[config.mk]
export PLATFORM = sky130hd
export DESIGN_NAME = stream_rr_arbiter
export DESIGN_NICKNAME = d
export VERILOG_FILES = /design/src/rtl/eth_stream_pkg.sv /design/src/rtl/skid_buffer.sv /design/src/rtl/stream_rr_arbiter.sv
export SDC_FILE = /design/constraint.sdc
export NUM_CORES = 1
export LEC_CHECK = 0
export CORE_MARGIN = 1
export CORE_UTILIZATION = 45
export CTS_CLUSTER_SIZE = 8
export DETAILED_ROUTE_END_ITERATION = 8
export PLACE_DENSITY = 0.75
export SLEW_MARGIN = 20
export SYNTH_ARGS = -nofsm -noshare
export SYNTH_HDL_FRONTEND = slang
export SYNTH_SLANG_ARGS = --single-unit
[constraint.sdc]
create_clock -name clk -period 7.23 [get_ports clk]
set_input_delay 1.446 -clock clk [delete_from_list [all_inputs] [get_ports clk]]
set_output_delay 1.446 -clock clk [all_outputs]
set_load 0.005 [all_outputs]
[src/rtl/eth_stream_pkg.sv]
// Shared types and helpers for the MAC TX stream arbitration blocks.
package eth_stream_pkg;

  localparam int MAX_REQS = 32;
  localparam int MAX_SELW = 5;

  typedef enum logic {
    IDLE   = 1'b0,
    LOCKED = 1'b1
  } arb_state_t;

  typedef struct packed {
    logic                found;
    logic [MAX_SELW-1:0] idx;
  } rr_pick_t;

  // A one-requester-wide select still needs one bit.
  function automatic int clog2_min1(input int n);
    return (n <= 2) ? 1 : $clog2(n);
  endfunction

  // First set bit of req[0..n-1], scanning cyclically upward from prio.
  function automatic rr_pick_t rr_pick(input logic [MAX_REQS-1:0] req,
                                       input int prio, input int n);
    rr_pick_t res;
    int       j;
    res = '0;
    for (int k = 0; k < MAX_REQS; k++) begin
      if (k < n) begin
        j = prio + k;
        if (j >= n) j = j - n;
        if (!res.found && req[j[MAX_SELW-1:0]]) begin
          res.found = 1'b1;
          res.idx   = j[MAX_SELW-1:0];
        end
      end
    end
    return res;
  endfunction

endpackage

[src/rtl/skid_buffer.sv]
// Two-entry valid/ready buffer with a registered ready_in; output is
// taken straight from storage unless the pass-through path is enabled.
module skid_buffer #(
  parameter bit PASSTHRU       = 1'b0,
  parameter bit NOBACKPRESSURE = 1'b0,
  parameter bit OUT_REG        = 1'b0,
  parameter int DATAW          = 8
) (
  input  logic             clk,
  input  logic             reset,
  input  logic             valid_in,
  input  logic [DATAW-1:0] data_in,
  output logic             ready_in,
  output logic             valid_out,
  output logic [DATAW-1:0] data_out,
  input  logic             ready_out
);
  // A registered output cannot also forward the input combinationally.
  localparam bit BYPASS = PASSTHRU && !OUT_REG;

  logic [DATAW-1:0] mem_q [2];
  logic             wr_ptr_q, rd_ptr_q;
  logic [1:0]       count_q, count_d;
  logic             ready_q;
  logic             empty, push, pop, wr_en, rd_en;

  assign empty     = (count_q == 2'd0);
  assign ready_in  = NOBACKPRESSURE ? 1'b1 : ready_q;
  assign valid_out = !empty || (BYPASS && valid_in);
  assign data_out  = (BYPASS && empty) ? data_in : mem_q[rd_ptr_q];
  assign push      = valid_in && ready_in;
  assign pop       = valid_out && ready_out;
  assign wr_en     = push && (count_q != 2'd2) && !(BYPASS && empty && ready_out);
  assign rd_en     = pop && !empty;
  assign count_d   = count_q + {1'b0, wr_en} - {1'b0, rd_en};

  always_ff @(posedge clk) begin
    if (reset) begin
      count_q  <= 2'd0;
      wr_ptr_q <= 1'b0;
      rd_ptr_q <= 1'b0;
      ready_q  <= 1'b1;
    end else begin
      count_q <= count_d;
      ready_q <= (count_d != 2'd2);
      if (wr_en) wr_ptr_q <= ~wr_ptr_q;
      if (rd_en) rd_ptr_q <= ~rd_ptr_q;
    end
  end

  always_ff @(posedge clk) begin
    if (wr_en) mem_q[wr_ptr_q] <= data_in;
  end

endmodule

[src/rtl/stream_rr_arbiter.sv]
// Round-robin packet arbiter: merges NUM_REQS valid/ready streams onto one
// registered output stream, holding each grant until the packet's last beat.
//
// state  | meaning
// IDLE   | no packet in flight; the round-robin candidate may push
// LOCKED | mid-packet; only owner may push until its last beat is accepted
module stream_rr_arbiter
  import eth_stream_pkg::*;
#(
  parameter int NUM_REQS    = 4,
  parameter int DATAW       = 8,
  parameter bit LOCK_PACKET = 1'b1,
  parameter int SELW        = clog2_min1(NUM_REQS)
) (
  input  logic                      clk,
  input  logic                      reset,
  input  logic [NUM_REQS-1:0]       valid_in,
  input  logic [NUM_REQS*DATAW-1:0] data_in,
  input  logic [NUM_REQS-1:0]       last_in,
  output logic [NUM_REQS-1:0]       ready_in,
  output logic                      valid_out,
  output logic [DATAW-1:0]          data_out,
  output logic                      last_out,
  output logic [SELW-1:0]           sel_out,
  input  logic                      ready_out
);
  localparam int STGW = DATAW + 1 + SELW;

  arb_state_t       state_q, state_d;
  logic [SELW-1:0]  owner_q, owner_d;
  logic [SELW-1:0]  prio_q, prio_d;
  logic [SELW-1:0]  grant_idx;
  logic             grant_vld, beat_vld, push, push_last, stage_ready;
  logic [DATAW-1:0] push_data;
  logic [STGW-1:0]  stage_out;
  rr_pick_t         pick;

  function automatic logic [SELW-1:0] wrap_inc(input logic [SELW-1:0] v);
    return (v == SELW'(NUM_REQS - 1)) ? '0 : v + 1'b1;
  endfunction

  always_comb begin
    pick      = rr_pick(MAX_REQS'(valid_in), int'(prio_q), NUM_REQS);
    grant_idx = SELW'(pick.idx);
    grant_vld = pick.found;
    // The owner keeps its grant even while it has no beat to offer.
    if (state_q == LOCKED) begin
      grant_idx = owner_q;
      grant_vld = 1'b1;
    end

    ready_in = '0;
    if (grant_vld) ready_in[grant_idx] = stage_ready;

    push_data = '0;
    push_last = 1'b0;
    for (int i = 0; i < NUM_REQS; i++) begin
      if (grant_idx == SELW'(i)) begin
        push_data = data_in[i*DATAW +: DATAW];
        push_last = last_in[i];
      end
    end
    beat_vld = grant_vld && valid_in[grant_idx];
    push     = beat_vld && stage_ready;
  end

  always_comb begin
    state_d = state_q;
    owner_d = owner_q;
    prio_d  = prio_q;
    if (push) begin
      if (state_q == IDLE) begin
        if (push_last || !LOCK_PACKET) begin
          prio_d = wrap_inc(grant_idx);
        end else begin
          state_d = LOCKED;
          owner_d = grant_idx;
        end
      end else if (push_last) begin
        state_d = IDLE;
        prio_d  = wrap_inc(owner_q);
      end
    end
  end

  always_ff @(posedge clk) begin
    if (reset) begin
      state_q <= IDLE;
      owner_q <= '0;
      prio_q  <= '0;
    end else begin
      state_q <= state_d;
      owner_q <= owner_d;
      prio_q  <= prio_d;
    end
  end

  skid_buffer #(
    .PASSTHRU       (1'b0),
    .NOBACKPRESSURE (1'b0),
    .OUT_REG        (1'b0),
    .DATAW          (STGW)
  ) u_stage (
    .clk       (clk),
    .reset     (reset),
    .valid_in  (beat_vld),
    .data_in   ({grant_idx, push_last, push_data}),
    .ready_in  (stage_ready),
    .valid_out (valid_out),
    .data_out  (stage_out),
    .ready_out (ready_out)
  );

  assign {sel_out, last_out, data_out} = stage_out;

endmodule

==> results of run 1 <==
[worst max-delay path: stages]
cell	delay, ns
sky130_fd_sc_hd__clkdlybuf4s50_1	0.51
sky130_fd_sc_hd__mux4_2	0.52
sky130_fd_sc_hd__a221o_1	0.33
sky130_fd_sc_hd__nor4_4	0.17
sky130_fd_sc_hd__a2111o_2	0.17
sky130_fd_sc_hd__nand2_4	0.08
sky130_fd_sc_hd__inv_1	0.15
sky130_fd_sc_hd__ha_1	0.54
sky130_fd_sc_hd__and2_1	0.20
sky130_fd_sc_hd__clkdlybuf4s50_1	0.49
[state kept, by name (all words and copies together) (netlist names), named ones only]
name / flops
u_stage.mem_q: 22
owner_q: 2
prio_q: 2
u_stage.count_q: 2
state_q: 1
u_stage.rd_ptr_q: 1
u_stage.ready_in: 1
u_stage.wr_ptr_q: 1
[kinds of logic (layout without fill, tap and decap cells)]
group	count (synthesis)	after routing	synth area share
fa+ha+maj	12	12	0.06892
mux	23	23	0.1212
buf+inv	20	76	0.03964
flops	33	33	0.4044
simple gates	59	59	0.1488
compound gates	61	61	0.2051
xor+xnor	3	3	0.01206
[power breakdown]
| group | internal (mW) | switching [mW] | leakage [nW] |
|---|---|---|---|
| registers | 0.331 | 0.0405 | 0.297 |
| logic | 0.359 | 0.405 | 0.755 |
| clock network | 0.0773 | 0.0660 | 0.0445 |
| total | 0.767 | 0.512 | 1.10 |
[placed cells by master, fill, tap and decap left out, types with 2 or more instances in the layout]
master / netlist / final
sky130_fd_sc_hd__a211o_1: 2 / 2
sky130_fd_sc_hd__a211oi_1: 2 / 2
sky130_fd_sc_hd__a21oi_1: 12 / 12
sky130_fd_sc_hd__a21oi_2: 2 / 2
sky130_fd_sc_hd__a22oi_1: 9 / 9
sky130_fd_sc_hd__a31oi_1: 2 / 2
sky130_fd_sc_hd__and2_1: 6 / 6
sky130_fd_sc_hd__and3_1: 2 / 2
sky130_fd_sc_hd__clkbuf_8: 0 / 6
sky130_fd_sc_hd__clkdlybuf4s50_1: 0 / 58
sky130_fd_sc_hd__dfxtp_1: 11 / 11
sky130_fd_sc_hd__edfxtp_1: 22 / 22
sky130_fd_sc_hd__ha_1: 12 / 12
sky130_fd_sc_hd__inv_1: 10 / 10
sky130_fd_sc_hd__mux2_1: 2 / 2
sky130_fd_sc_hd__mux2_2: 15 / 15
sky130_fd_sc_hd__mux2i_1: 5 / 5
sky130_fd_sc_hd__nand2_1: 15 / 15
sky130_fd_sc_hd__nor2_1: 19 / 19
sky130_fd_sc_hd__nor2b_1: 3 / 3
sky130_fd_sc_hd__nor3_1: 2 / 2
sky130_fd_sc_hd__o211ai_1: 2 / 2
sky130_fd_sc_hd__o21ai_0: 12 / 12
sky130_fd_sc_hd__o21ai_1: 2 / 2
sky130_fd_sc_hd__o21ba_1: 2 / 2
sky130_fd_sc_hd__or2_2: 2 / 2
sky130_fd_sc_hd__xnor2_1: 2 / 2
[worst max-delay path by stage]
stage                      from           to  slack, ns  depth (start not counted)
floorplan           valid_in[3]  ready_in[2]       2.20                         10
global placement    valid_in[3]  ready_in[2]       1.26                         10
detailed placement  valid_in[3]  ready_in[2]       1.17                         10
CTS                 valid_in[3]  ready_in[2]       1.17                         10
global route        valid_in[3]  ready_in[3]       0.96                         10
finish              valid_in[3]  ready_in[2]       1.16                         10
[synthesized netlist by cell type, drive strengths merged (2+ instances only)]
library cell	number
a211o	2
a211oi	2
a21boi	2
a21oi	14
a22oi	10
a31oi	3
and2	6
and3	2
buf	3
clkbuf	7
dfxtp	11
edfxtp	22
ha	12
inv	10
mux2	17
mux2i	5
nand2	16
nor2	19
nor2b	3
nor3	3
nor3b	2
nor4	2
o211ai	3
o21a	2
o21ai	14
o21ba	2
or2	2
xnor2	2
[metrics by stage]
step | worst slack, ns | power, mW | hold slack [ns] | cells
3_3_place_gp | 1.262 | 1.116 | 0.4997 | 311
3_5_place_dp | 1.171 | 1.132 | 0.5017 | 311
6_report | 1.160 | 1.279 | 0.5139 | 319
2_1_floorplan | 2.203 | 0.8735 | 0.4812 | 211
4_1_cts | 1.168 | 1.279 | 0.5202 | 319
5_1_grt | 0.9599 | 1.371 | 0.5608 | 319
[metal layers]
metal	global-route usage	vias up	routed length [µm]
li1	-	888	-
met1	0.2721	834	2326
met2	0.3397	66	2476
met3	0.04219	10	277
met4	0.06536	0	84
met5	0	-	0
[layout make-up]
class | instances | area [µm²] | area share
Sequential cell | 33 | 880.8 | 0.3070
Timing Repair Buffer | 58 | 580.6 | 0.2024
Inverter | 10 | 37.54 | 0.01308
Clock buffer | 7 | 86.33 | 0.03009
Multi-Input combinational cell | 158 | 1211 | 0.4222
Clock inverter | 1 | 7.507 | 0.002617
Tap cell | 52 | 65.06 | 0.02268
==> implementation parameters, run 1 <==
Parameter                              Value

Routing
  Iteration count of the initial detailed-routing pass ... 4
  Number of remaining DRC errors ... 0
  Vias per Instance ... roughly 5.6
  Routed Wire Length ... 5.163 mm
  Number of vias after detailed routing ... roughly 1,800
  Mean routed wirelength per cell ... between 15 and 20 µm
  Antenna Violating Nets Remaining ... 0
  Initial detailed-routing violation count ... 63

Worst hold path
  Worst min path class ... reg -> reg
  HP Start ... u_stage.rd_ptr_q$_SDFFE_PP0P_
  Hold depth ... 2

Place
  Placed wire-length estimate ... between 4 and 5 mm
  Instance area after placement ... around 2800 µm²
  Number of buffers inserted by port buffering ... 58
  Final estimated routing congestion in global placement ... approximately 0.86

Die
  Die height ... approximately 70 µm
  Total Die Area ... 5123 µm²
  Overall die width ... approximately 70 µm
  Row Count ... 24
  Num ports ... 59
  Floorplan core area ... 4504 µm²
  Starting utilization of the core area ... 0.4836

STA
  Final count of pins violating max slew ... 0
  Post-Route Skew ... about 0.0050 ns
  Worst slew slack as a fraction of its limit ... 0.4281
  Final critical-path share of the clock period ... 0.8395
  Number of setup violations in the final report ... 0
  Setup repair after global routing missed its margin ... false
  Final critical path time including I/O delays and setup ... slightly above 6 ns
  Slew at the pin closest to its max-slew limit ... 0.8489 ns
  Max Clock Freq ... about 160 MHz
  Aggregate negative setup slack ... 0 ns
  Count of final hold-check violations ... 0

Logic synthesis
  Part of the Yosys area used for sequential elements ... 0.4044
  Async set-reset flop share out of synthesis ... 0
  Instance count of the mapped netlist ... approximately 210
  Area share of the leading cell type in the synthesized netlist ... 0.3033
  Largest cells by area after synthesis ... sky130_fd_sc_hd__edfxtp_1 30%, sky130_fd_sc_hd__dfxtp_1 10%, sky130_fd_sc_hd__mux2_2 7.8%
  Warnings, synthesis ... 0
  Net Count, Synth ... 266
  Post-synthesis cell type with the largest combined area ... sky130_fd_sc_hd__edfxtp_1
  Flip-flop and latch count after synthesis ... 33
  Netlist Area Pre-Place ... between 2000 and 2500 µm²
  Number of enable-type register cells in the synthesized netlist ... 22
  Post-synth cell types ... 55
  Syn avg cell area ... just over 10 µm²
  Dominant register cell in the synthesized netlist ... sky130_fd_sc_hd__edfxtp_1

Setup path
  Worst endpoint required time ... slightly below 6 ns
  Critical Setup Path Class ... in -> out
  WP data arrival ... roughly 4.6 ns
  Kind of start point of the critical path ... input port
  Setup crit end kind ... output port
  Worst reg-to-reg setup slack ... 2.32 ns
  Worst-path fanout max ... 19
  Launch instance of the worst register-to-register path ... prio_q[0]$_SDFFE_PP0P_
  End of the worst register-to-register path ... owner_q[1]$_SDFFE_PP0P_
  Worst reg-to-reg path cell count ... 16

Cells and area
  Final layout net count ... approximately 320
  Final non-filler cell area ... 2869 µm²
  Number of antenna diodes ... 0
  Number of filler instances in the final layout ... between 300 and 400
  Utilization after layout ... 0.6369
  Synthesis-to-finish area growth ... 31.71%
  Layout cells sized above 1 ... 0.1498

Power and ir drop
  Leakage power summed over all cells ... ~1.1 nW
  Worst-case vdd ir drop ... around 0.25 mV
  Pwr/cell area ... ~450 nW/µm²

Clock network
  Clock tree from TritonCTS ... built
  Number of buffers inserted to repair setup after CTS ... 0
  Num CTS Buffers ... 5
  Hold_buf cts ... 0
  Number of clock sinks ... 33
  Register clock-pin slew on the reported worst setup and hold paths ... around 0.070 ns
  Clock network latency to the later pin of the worst-skew pair ... 0.28 ns
  Buffer type at the clock tree root ... sky130_fd_sc_hd__clkbuf_8
  Count of instances resized after the clock tree is built ... 0
  Buffer levels on the longest clock path ... 2
  H-tree depth ... 2

Global route
  Congestion Overflow GR ... 0
  Initial antenna violation count ... 0
  Wire length of the first global-routing pass ... 8.155 mm
  Largest net degree at the start of global routing ... 21
  Via count of the first global-routing pass ... between 1,500 and 2,000
  Global Route Usage Sum ... 0.2057

Flow run
  Total of max-cap violations ... 0

Status
  Result of the run ... completed
(Power assumes the default switching activity.)
==> run 2, diff against run 1 <==
Settings changed: CORE_UTILIZATION 45 to 44, PLACE_DENSITY 0.75 to 0.77.
Clock period 7.23 ns to 5.1 ns, I/O delays scaled along.
==> implementation parameters, run 2 (synthesis results as in run 1) <==
Parameter                              Value

Routing
  Initial detailed-routing violation count ... a little under 70
  Number of vias after detailed routing ... ~1,800
  Vias per Instance ... approximately 5.3
  Mean routed wirelength per cell ... ~15 µm
  Number of remaining DRC errors ... 0
  Antenna Violating Nets Remaining ... 0
  Routed Wire Length ... a little under 5 mm
  Iteration count of the initial detailed-routing pass ... 4

STA
  Count of final hold-check violations ... 0
  Final critical-path share of the clock period ... 0.9527
  Final critical path time including I/O delays and setup ... 4.859 ns
  Min setup slack post-route ... about 0.24 ns
  Setup repair after global routing missed its margin ... false
  Worst hold slack ... 0.5125 ns
  Aggregate negative setup slack ... 0 ns
  Max Clock Freq ... approximately 210 MHz
  Slew at the pin closest to its max-slew limit ... 0.6706 ns
  Worst slew slack as a fraction of its limit ... 0.5530
  Number of setup violations in the final report ... 0
  Final count of pins violating max slew ... 0
  Post-Route Skew ... approximately 0.0022 ns

Cells and area
  Layout cells sized above 1 ... 0.1648
  Most frequent cells in the layout ... 58 x sky130_fd_sc_hd__clkdlybuf4s50_1, 22 x sky130_fd_sc_hd__edfxtp_1, 19 x sky130_fd_sc_hd__nor2_1
  Flip-flop count of the largest register after layout ... 22
  Most flop-heavy register ... u_stage.mem_q
  Synthesis-to-finish area growth ... 35.21%
  Final layout net count ... 327
  Utilization after layout ... 0.6195
  Number of antenna diodes ... 0
  Most common cell after layout, fill and taps aside ... sky130_fd_sc_hd__clkdlybuf4s50_1
  Number of filler instances in the final layout ... about 420

Worst hold path
  HP Start ... u_stage.rd_ptr_q$_SDFFE_PP0P_
  Worst min path class ... reg -> reg

Global route
  Largest net degree at the start of global routing ... 20
  Initial antenna violation count ... 0
  Via count of the first global-routing pass ... 1,663
  Wire length of the first global-routing pass ... ~8 mm
  Global Route Usage Sum ... 0.1956
  Congestion Overflow GR ... 0

Die
  Total Die Area ... 5236 µm²
  Die height ... just over 70 µm
  Overall die width ... slightly above 70 µm
  Num ports ... just under 60
  Row Count ... 25
  Floorplan core area ... 4755 µm²
  Starting utilization of the core area ... 0.4582

Setup path
  Longest individual stage delay on the worst path ... ~0.61 ns
  Critical Setup Path Class ... reg -> out
  Worst reg-to-reg setup slack ... 0.64 ns
  CP Cell Sequence ... inv_1 -> ha_1 -> mux2_2 -> a22oi_2 -> nor2_1 -> a211o_1 -> o21ai_1 -> inv_1 -> ha_1 -> and2_1 -> clkdlybuf4s50_1
  Launch instance of the worst register-to-register path ... prio_q[1]$_SDFFE_PP0P_
  Setup crit end kind ... output port
  CP startpoint ... prio_q[1]$_SDFFE_PP0P_
  Critical-path cell with the highest stage delay ... sky130_fd_sc_hd__dfxtp_1
  Worst-path fanout max ... 12
  Kind of start point of the critical path ... flop
  WP data arrival ... around 3.8 ns
  Worst endpoint required time ... 4.08 ns

Power and ir drop
  Worst-case vdd ir drop ... ~0.43 mV
  Leakage power summed over all cells ... approximately 1.1 nW
  Pwr/cell area ... 638.8 nW/µm²

Flow run
  Total of max-cap violations ... 0

Clock network
  Buffer type at the clock tree root ... sky130_fd_sc_hd__clkbuf_8
  Count of instances resized after the clock tree is built ... 0
  Clock network latency to the later pin of the worst-skew pair ... 0.27 ns
  Clock tree from TritonCTS ... built
  Register clock-pin slew on the reported worst setup and hold paths ... 0.06 ns
  H-tree depth ... 2
  Number of buffers inserted to repair setup after CTS ... 0
  Hold_buf cts ... 0
  Number of clock sinks ... 33
  Buffer levels on the longest clock path ... 2
  Num CTS Buffers ... 5

Place
  Number of buffers inserted by port buffering ... a little under 60
  Placed wire-length estimate ... ~3.9 mm
  Final estimated routing congestion in global placement ... between 0.9 and 1
  Place WS ... about 0.29 ns

Status
  Result of the run ... completed
==> run 2: changes by cell type in the layout (fill, tap and decap cells not counted) <==
cell                         previous run  this run
sky130_fd_sc_hd__bufinv_16              0         1
sky130_fd_sc_hd__clkbuf_8               6         5
sky130_fd_sc_hd__buf_4                  0         6
sky130_fd_sc_hd__clkinv_1               0         1
sky130_fd_sc_hd__clkinvlp_4             1         0
==> run 2: where the power goes <==
part,switching (mW),internal [mW]
Sequential,0.0545,0.469
Clock,0.0882,0.144
Combinational,0.590,0.536
==> run 2: critical path: cells and delay by family, from the launching register on <==
kind	cells	cell delay [ns]
DFF	1	0.61
adders and majority gates	2	0.67
and+or+nand+nor	2	0.26
muxes	1	0.38
AOI/OAI and AO/OA	3	0.92
buffers and inverters	3	0.71
==> run 2: metrics by stage <==
step | std cells | area, µm² | power, mW
2_1_floorplan | 211 | 2178 | 1.238
3_3_place_gp | 332 | 2839 | 1.622
3_5_place_dp | 332 | 2839 | 1.647
4_1_cts | 340 | 2945 | 1.883
5_1_grt | 340 | 2945 | 2.022
6_report | 340 | 2945 | 1.882
==> run 2: path summary, 6_finish.rpt <==
kind,endpoint,depth (start not counted)
worst max register to register,u_stage.mem_q[0][6]$_DFFE_PP_,15
worst min-delay path,u_stage.rd_ptr_q$_SDFFE_PP0P_,2
worst min register to register,u_stage.rd_ptr_q$_SDFFE_PP0P_,2
worst max-delay path,ready_in[1],11
==> run 2: layout make-up <==
| class | count | area, µm² | share of cell area |
|---|---|---|---|
| multi-input cells | 158 | 1211 | 0.4112 |
| flip-flops and latches | 33 | 880.8 | 0.2991 |
| repair buffers | 64 | 625.6 | 0.2124 |
| well taps | 67 | 83.83 | 0.02846 |
| clock buffers | 6 | 72.57 | 0.02464 |
| inverters | 10 | 37.54 | 0.01274 |
| clock inverters | 2 | 33.78 | 0.01147 |
==> run 2: layer usage <==
| metal | share of wire | wire (µm) | vias to the layer above | track usage |
|---|---|---|---|---|
| met1 | 0.49 | 2427 | 861 | 0.2686 |
| met4 | 0.012 | 61 | 0 | 0.05229 |
| met3 | 0.024 | 117 | 8 | 0.04028 |
| li1 | - | - | 899 | - |
| met2 | 0.48 | 2358 | 38 | 0.3136 |
| met5 | 0 | 0 | - | 0 |
